`src/rtl/seg7_display_arbiter_if.sv`:
```
// Request/grant and shift-driver bundle between the two display requesters,
// the arbiter, and the serial 7-segment driver.
interface seg7_display_arbiter_if;
    logic        req0;
    logic        req1;
    logic [31:0] data0;
    logic [31:0] data1;
    logic        gnt0;
    logic        gnt1;
    logic [31:0] hexs;
    logic        start;
    logic        busy;
    logic        owner;

    modport master (
        output req0, req1, data0, data1,
        input  gnt0, gnt1, hexs, start, busy, owner
    );

    modport slave (
        input  req0, req1, data0, data1,
        output gnt0, gnt1, hexs, start, busy, owner
    );
endinterface

```
`src/rtl/seg7_display_arbiter.sv`:
```
// Round-robin sequencer sharing the 32-bit serial hex display between two requesters.
// Define SEG7_REFRESH_EN to retransmit an unchanged frame after REFRESH idle cycles.
//
// state   | meaning
// --------+-----------------------------------------------------------
// S_BOOT  | first cycle out of reset; sends the blank frame
// S_IDLE  | arbitrating; grants a requester or (optionally) refreshes
// S_SHIFT | driver is shifting the frame out, SHIFT_CYCLES long
// S_DWELL | frame held on display before re-arbitration, DWELL long
module seg7_display_arbiter #(
    parameter int unsigned SHIFT_CYCLES = 140,
    parameter int unsigned DWELL        = 1000,
    parameter int unsigned REFRESH      = 50000
) (
    input  logic                   clk_i,
    input  logic                   rstn_i,
    seg7_display_arbiter_if.slave  bus
);

    generate
        if (SHIFT_CYCLES < 1 || SHIFT_CYCLES > 65535) begin : g_bad_shift
            $error("SHIFT_CYCLES must be in 1..65535");
        end
        if (DWELL > 65535) begin : g_bad_dwell
            $error("DWELL must be in 0..65535");
        end
        if (REFRESH < 1 || REFRESH > 65535) begin : g_bad_refresh
            $error("REFRESH must be in 1..65535");
        end
    endgenerate

    typedef enum logic [1:0] {
        S_BOOT  = 2'd0,
        S_IDLE  = 2'd1,
        S_SHIFT = 2'd2,
        S_DWELL = 2'd3
    } state_t;

    localparam logic [15:0] SHIFT_LOAD = 16'(SHIFT_CYCLES - 1);
    localparam logic [15:0] DWELL_LOAD = 16'((DWELL == 0) ? 0 : DWELL - 1);

    state_t      state_q, state_d;
    logic [15:0] cnt_q, cnt_d;
    logic [31:0] hexs_q, hexs_d;
    logic        owner_q, owner_d;
    logic        prio_q, prio_d;
    logic        gnt0_q, gnt0_d;
    logic        gnt1_q, gnt1_d;
    logic        start_q, start_d;
    logic        busy_q, busy_d;
    logic        any_req;
    logic        win;
    logic        refresh_fire;

    assign any_req = bus.req0 | bus.req1;
    // Lone requester wins; on a tie the priority pointer decides.
    assign win     = bus.req1 & ~(bus.req0 & ~prio_q);

`ifdef SEG7_REFRESH_EN
    localparam logic [15:0] REFRESH_LAST = 16'(REFRESH - 1);

    logic [15:0] refresh_q, refresh_d;

    assign refresh_fire = (state_q == S_IDLE) && !any_req && (refresh_q == REFRESH_LAST);

    always_comb begin
        refresh_d = refresh_q;
        if (state_q == S_IDLE) begin
            if (any_req || refresh_fire) begin
                refresh_d = '0;
            end else begin
                refresh_d = refresh_q + 16'd1;
            end
        end
    end

    always_ff @(posedge clk_i or negedge rstn_i) begin
        if (!rstn_i) begin
            refresh_q <= '0;
        end else begin
            refresh_q <= refresh_d;
        end
    end
`else
    assign refresh_fire = 1'b0;
`endif

    always_comb begin
        state_d = state_q;
        cnt_d   = cnt_q;
        hexs_d  = hexs_q;
        owner_d = owner_q;
        prio_d  = prio_q;
        gnt0_d  = 1'b0;
        gnt1_d  = 1'b0;
        start_d = 1'b0;

        case (state_q)
            S_BOOT: begin
                hexs_d  = '0;
                start_d = 1'b1;
                cnt_d   = SHIFT_LOAD;
                state_d = S_SHIFT;
            end
            S_IDLE: begin
                if (any_req) begin
                    hexs_d  = win ? bus.data1 : bus.data0;
                    gnt0_d  = ~win;
                    gnt1_d  = win;
                    start_d = 1'b1;
                    owner_d = win;
                    prio_d  = ~win;
                    cnt_d   = SHIFT_LOAD;
                    state_d = S_SHIFT;
                end else if (refresh_fire) begin
                    start_d = 1'b1;
                    cnt_d   = SHIFT_LOAD;
                    state_d = S_SHIFT;
                end
            end
            S_SHIFT: begin
                if (cnt_q == '0) begin
                    if (DWELL == 0) begin
                        state_d = S_IDLE;
                    end else begin
                        cnt_d   = DWELL_LOAD;
                        state_d = S_DWELL;
                    end
                end else begin
                    cnt_d = cnt_q - 16'd1;
                end
            end
            S_DWELL: begin
                if (cnt_q == '0) begin
                    state_d = S_IDLE;
                end else begin
                    cnt_d = cnt_q - 16'd1;
                end
            end
            default: begin
                state_d = S_BOOT;
            end
        endcase

        busy_d = (state_d != S_IDLE);
    end

    always_ff @(posedge clk_i or negedge rstn_i) begin
        if (!rstn_i) begin
            state_q <= S_BOOT;
            cnt_q   <= '0;
            hexs_q  <= '0;
            owner_q <= 1'b0;
            prio_q  <= 1'b0;
            gnt0_q  <= 1'b0;
            gnt1_q  <= 1'b0;
            start_q <= 1'b0;
            busy_q  <= 1'b1;
        end else begin
            state_q <= state_d;
            cnt_q   <= cnt_d;
            hexs_q  <= hexs_d;
            owner_q <= owner_d;
            prio_q  <= prio_d;
            gnt0_q  <= gnt0_d;
            gnt1_q  <= gnt1_d;
            start_q <= start_d;
            busy_q  <= busy_d;
        end
    end

    assign bus.gnt0  = gnt0_q;
    assign bus.gnt1  = gnt1_q;
    assign bus.hexs  = hexs_q;
    assign bus.start = start_q;
    assign bus.busy  = busy_q;
    assign bus.owner = owner_q;

endmodule

```
`src/flat_wrapper.sv`:
```
// flat-port wrapper written by rule: the top's interface ports become plain ports
module seg7_display_arbiter_flat 
#(
    parameter int unsigned SHIFT_CYCLES = 140,
    parameter int unsigned DWELL        = 1000,
    parameter int unsigned REFRESH      = 50000
)
  (clk_i, rstn_i, bus_req0, bus_req1, bus_data0, bus_data1, bus_gnt0, bus_gnt1, bus_hexs, bus_start, bus_busy, bus_owner);
  seg7_display_arbiter_if bus_i ();
  input  logic clk_i;
  input  logic rstn_i;
  input wire logic [$bits(bus_i.req0)-1:0] bus_req0;
  input wire logic [$bits(bus_i.req1)-1:0] bus_req1;
  input wire logic [$bits(bus_i.data0)-1:0] bus_data0;
  input wire logic [$bits(bus_i.data1)-1:0] bus_data1;
  output wire logic [$bits(bus_i.gnt0)-1:0] bus_gnt0;
  output wire logic [$bits(bus_i.gnt1)-1:0] bus_gnt1;
  output wire logic [$bits(bus_i.hexs)-1:0] bus_hexs;
  output wire logic [$bits(bus_i.start)-1:0] bus_start;
  output wire logic [$bits(bus_i.busy)-1:0] bus_busy;
  output wire logic [$bits(bus_i.owner)-1:0] bus_owner;
  assign bus_i.req0 = bus_req0;
  assign bus_i.req1 = bus_req1;
  assign bus_i.data0 = bus_data0;
  assign bus_i.data1 = bus_data1;
  assign bus_gnt0 = bus_i.gnt0;
  assign bus_gnt1 = bus_i.gnt1;
  assign bus_hexs = bus_i.hexs;
  assign bus_start = bus_i.start;
  assign bus_busy = bus_i.busy;
  assign bus_owner = bus_i.owner;
  seg7_display_arbiter #(.SHIFT_CYCLES(SHIFT_CYCLES), .DWELL(DWELL), .REFRESH(REFRESH)) u_core (.clk_i(clk_i), .rstn_i(rstn_i), .bus(bus_i));
endmodule
```
`config.mk`:
```
export PLATFORM = sky130hd
export DESIGN_NAME = seg7_display_arbiter_flat
export DESIGN_NICKNAME = d
export VERILOG_FILES = /design/src/rtl/seg7_display_arbiter_if.sv /design/src/rtl/seg7_display_arbiter.sv /design/src/flat_wrapper.sv
export SDC_FILE = /design/constraint.sdc
export NUM_CORES = 1
export LEC_CHECK = 0
export CELL_PAD_IN_SITES_DETAIL_PLACEMENT = 1
export CELL_PAD_IN_SITES_GLOBAL_PLACEMENT = 1
export CORE_MARGIN = 4
export CORE_UTILIZATION = 30
export CTS_CLUSTER_SIZE = 14
export DETAILED_ROUTE_END_ITERATION = 10
export PLACE_DENSITY_LB_ADDON = 0.1
export SLEW_MARGIN = 20
export SYNTH_ARGS = -nofsm -noshare
export SYNTH_HDL_FRONTEND = slang
export SYNTH_SLANG_ARGS = --single-unit
```
`constraint.sdc`:
```
create_clock -name clk_i -period 2.9 [get_ports clk_i]
set_input_delay 0.725 -clock clk_i [delete_from_list [all_inputs] [get_ports clk_i]]
set_output_delay 0.725 -clock clk_i [all_outputs]
set_load 0.01 [all_outputs]
```
**Word level (Yosys, flattened, before mapping)**

Index checks and enable logic that the tools add are counted.

- Register bits after elaboration: 56
- Latch bits: 0
- Memory bits (writable): 0
- ROM bits: 0
- Bits of input ports: 68
- Output and inout port bits: 37
- Memories: 0

- Add/sub/neg operators: 1
- Multipliers: 0
- Divide/modulo/power cells: 0
- $lt $le $gt $ge: 0
- Equality and inequality tests: 6
- Shifts and indexed selects: 0
- Muxes and demuxes: 17
- Bitwise gates (word level): 6
- Reduce and logical (&&, ||, !) cells: 6

Operator list:

| operator | number |
|---|---|
| $mux W32 | 2 |
| $pmux W16 S4 | 1 |
| $pmux W32 S2 | 1 |
| $mux W16 | 3 |
| $logic_not A16 Y1 | 1 |
| $sub A16 B1 Y16 const B | 1 |
| $pmux W2 S4 | 1 |
| $mux W2 | 3 |
| $reduce_and A2 Y1 | 3 |
| $mux W1 | 5 |
| $eq A2 B2 Y1 const B | 2 |
| $ne A2 B1 Y1 const B | 2 |
| $not A1 Y1 | 3 |
| $and A1 B1 Y1 | 2 |
| $eq A2 B1 Y1 const B | 1 |
| $logic_not A2 Y1 | 1 |
| $ne A2 B2 Y1 const B | 1 |
| $pmux W1 S2 | 1 |
| $reduce_bool A2 Y1 | 1 |
| $or A1 B1 Y1 | 1 |

**Longest topological paths before layout**

Gate-level depths: netlist of the first run.

- Depth after elaboration: 7
- Mapped depth: 9
- Gate-level depth less buffers: 7

**Worst setup path before layout of the first run**

Ideal clock, no wire load.

- Path type: reg2reg
- Start: reg u_core.cnt_q[0]
- End: reg u_core.cnt_q[7]
- Arrival time: 2.030 ns
- Data required time: 2.781 ns
- Path slack: 0.751 ns
- Stages on the path, launching flop included: 10
- Buffers on the path: 2
- Period minus slack after synthesis: 2.149 ns
- Path through: dfrtp_1 inv_1 ha_1 or4b_1 buf_2 o41a_1 buf_6 nor2_8 inv_4 o21a_1

- Longest elaborated chain between the ends: 3

Ends and longest elaborated chain:

| item | line | source |
|---|---|---|
| start, declared | seg7_display_arbiter.sv:43 | `logic [15:0] cnt_q, cnt_d;` |
| start signal, assigned | seg7_display_arbiter.sv:161 | `cnt_q <= cnt_d;` |
| $sub A16 B1 Y16 / $logic_not A16 Y1 (equally long branches) | -- |  |
| $mux W16, or another cell as far along | seg7_display_arbiter.sv:134 | `if (cnt_q == '0) begin` |
| $pmux W16 S4 / $reduce_and A2 Y1 (equally long branches) | -- |  |

Parallel ways exist; a longest one is shown, timed or not. The select of a mux whose other input is x is not followed.
A chain may end at the register's enable or synchronous reset.

**Final worst setup path of the first run**

Ends and elaborated chain as after synthesis.

==> metrics.yaml, run 1 <==
clock_tree:
  cts_setup_buffers: 0
  cts-resized-gates: 0
  cts_tree: "done"
  clk_latency_ps: 300
  cts_hold_buf: 0
  h-tree-depth: 2
  clock_path_buffers: 2
  clk_pin_slew_worst_paths_ps: 100
  numCtsBuffers: 5
  root_buffer: "clkbuf_8"
  cts.sinks: 56
cells_and_area:
  fin_area_um2: 4053
  mostFrequentLayoutCell: "clkdlybuf4s50_1"
  final_cell_mix: "clkdlybuf4s50_1, dfrtp_1, o21ai_0, nand2_1, mux2i_1"
  diodes: 0
  syn2layout_area_growth_pct: 45.64
  drive_above_1_share: 0.07895
  fin_nets: 450
  instances_no_fill: 488
timing:
  rsz0062_at_grt: "no"
  fin_skew_ps: 3.804
  setup_ws_ps: 396.5
  finalMaxSlewViolations: 0
  maxSlewHeadroom: 0.5137
  finalSetupViolCount: 0
  finalHoldViolCount: 0
  fmax_mhz: 399.4
  setup_tns_ps: 0
  finalCritPeriodShare: 0.8633
  post-route-min-period_ps: 2503
  worst_pin_slew_ps: 723.8
yosys:
  synth_top_flop_cell: "dfrtp_1"
  synth_warnings: 0
  ys_seq_area_frac: 0.5040
  yosysTopAreaCell: "dfrtp_1"
  ys_ff_latch: 56
  synth_cell_types: 48
  syn_area_um2: 2783
  async_flop_share: 1.000
  syn_nets: 345
  ys_top_cells_by_area: "dfrtp_1, mux2i_1, o21ai_0, nand2_1, a21oi_1"
  postSynthCellCount: 275
  syn_area_per_cell_um2: 10.12
  synth_edf_count: 0
  synth_top_area_share: 0.4946
route:
  drc: 0
  via_count: 2505
  first_pass_iters: 4
  drtAntennaViolNets: 0
  routed_wl_um: 8153
  wire_per_inst_um: 16.71
  vias_per_cell: 5.133
  drtIter0Drc: 77
power_and_ir_drop:
  ir_worst_vdd_v: 0.0002017
  clockPowerShare: 0.308
  p_per_area_nw_per_um2: 332.4
  leakage_nw: 1.797
  combPwrFrac: 0.113
  switchingPower_mw: 0.2988
  seq_power_share: 0.579
  p_int_mw: 1.048
  swShare: 0.2218
  fin_total_pwr_mw: 1.347
place:
  gp_congestion: 0.7651
  dpl_worst_slack_ps: 348.5
  dpl_cell_area_um2: 3975
  dpl.cell_count: 481
  post-dp-hpwl_um: 6133
  port_buffers: 104
setup_path:
  crit_arrival_ps: 2710
  startpoint_type: "register"
  crit_fanout: 9
  crit_type: "register to register"
  endpoint_kind: "register"
  required_ps: 3100
grt:
  grt_pass1_wl_um: 13660
  grt_start_max_net_pins: 57
  grt_usage: 0.1535
  grt_pass1_vias: 2621
  grt_overflow: 0
  antenna_found_initial: 0
floorplanning:
  initial_core_util: 0.3130
  die-height_um: 104.3
  ios: 105
  dieArea_um2: 10880
  num_rows: 34
  die_w_um: 104.3
  core_um2: 8891
hold_path:
  min_path_type: "register to register"
status:
  status: "finished clean"
job:
  drv_cap: 0
==> Yosys cell counts (5+ instances only) <==
library cell	n
dfrtp_1	55
o21ai_0	39
nand2_1	37
mux2i_1	32
nor2_1	12
a21oi_1	9
clkbuf_1	9
inv_1	8
nand3_1	8
nor4_1	5
==> registers in the layout, indices dropped and copies added (netlist names) <==
register	count
u_core.cnt_q	16
u_core.bus.start	1
u_core.prio_q	1
u_core.bus.gnt0	1
u_core.bus.busy	1
u_core.bus.gnt1	1
u_core.state_q	2
u_core.bus.hexs	32
u_core.bus.owner	1
==> kinds of logic (layout without fill, tap and decap cells) <==
family,after synthesis,count (layout),share of synthesized area
multiplexers,33,33,0.1192
adder cells (fa/ha/maj),2,2,0.008991
AND/OR/NAND/NOR,82,82,0.1502
flip-flops,56,56,0.5040
buffers and inverters,24,129,0.03822
AO/OA/AOI/OAI,77,77,0.1763
XOR/XNOR,1,1,0.003148
==> final timing paths <==
| kind | cells past startpoint | slack [ps] | from | to |
|---|---|---|---|---|
| setup reg to reg | 7 | 400 | u_core.cnt_q[0]$_DFFE_PN0P_ | u_core.cnt_q[7]$_DFFE_PN0P_ |
| hold reg to reg | 2 | 490 | u_core.bus.hexs[10]$_DFFE_PN0P_ | u_core.bus.hexs[10]$_DFFE_PN0P_ |
| max in group asynchronous | 2 | 1880 | rstn_i | u_core.bus.gnt0$_DFF_PN0_ |
| setup / recovery | 7 | 400 | u_core.cnt_q[0]$_DFFE_PN0P_ | u_core.cnt_q[7]$_DFFE_PN0P_ |
| hold / removal | 2 | 490 | u_core.bus.hexs[10]$_DFFE_PN0P_ | u_core.bus.hexs[10]$_DFFE_PN0P_ |
| min in group asynchronous | 2 | 540 | rstn_i | u_core.cnt_q[10]$_DFFE_PN0P_ |
==> metrics by stage <==
stage | hold slack (ps) | utilization
global placement | 459.8 | 0.4471
finish | 490.9 | 0.4558
CTS | 497.4 | 0.4558
floorplan | 429.4 | -
detailed placement | 473.8 | 0.4471
global route | 529.1 | 0.4558
==> worst max-delay path, cell delays in order, from the launching register on <==
cell and delay (ps):
dfrtp_1 440, inv_1 140, ha_1 150, or4b_1 580, o41a_1 630, nor2_8 260
inv_4 40, o21a_1 160
==> power groups by stage <==
stage          sequential, mW  combinational [mW]  clock [mW]
3_3_place_gp            0.796               0.154           0
5_1_grt                 0.781               0.166       0.465
4_1_cts                 0.780               0.156       0.434
2_1_floorplan           0.796              0.0380           0
3_5_place_dp            0.796               0.156           0
6_report                0.780               0.152       0.415
==> cell type report <==
| cell class | count | area (um^2) |
|---|---|---|
| inverter | 9 | 36.28 |
| clock inverter | 1 | 5.005 |
| fill | 1015 | 4838 |
| sequential | 56 | 1403 |
| multi-input combinational | 195 | 1285 |
| timing repair buffer | 113 | 1116 |
| tap | 108 | 135.1 |
| clock buffer | 6 | 72.57 |
==> metal layers <==
metal  vias to the layer above  part of all wire  track usage
met5                         -                 0            0
met4                         0            0.0063      0.02279
met3                         8             0.079      0.05276
met2                        77              0.48       0.2468
met1                      1212              0.44       0.2040
li1                       1208                 -            -
Note: power is estimated with default switching activity, not from simulation.
==> run 2, diff against run 1 <==
SLEW_MARGIN = default   (was 20)
==> results of run 2 <==
Same layout as run 1: the final DEF is identical, and so are final timing and power.
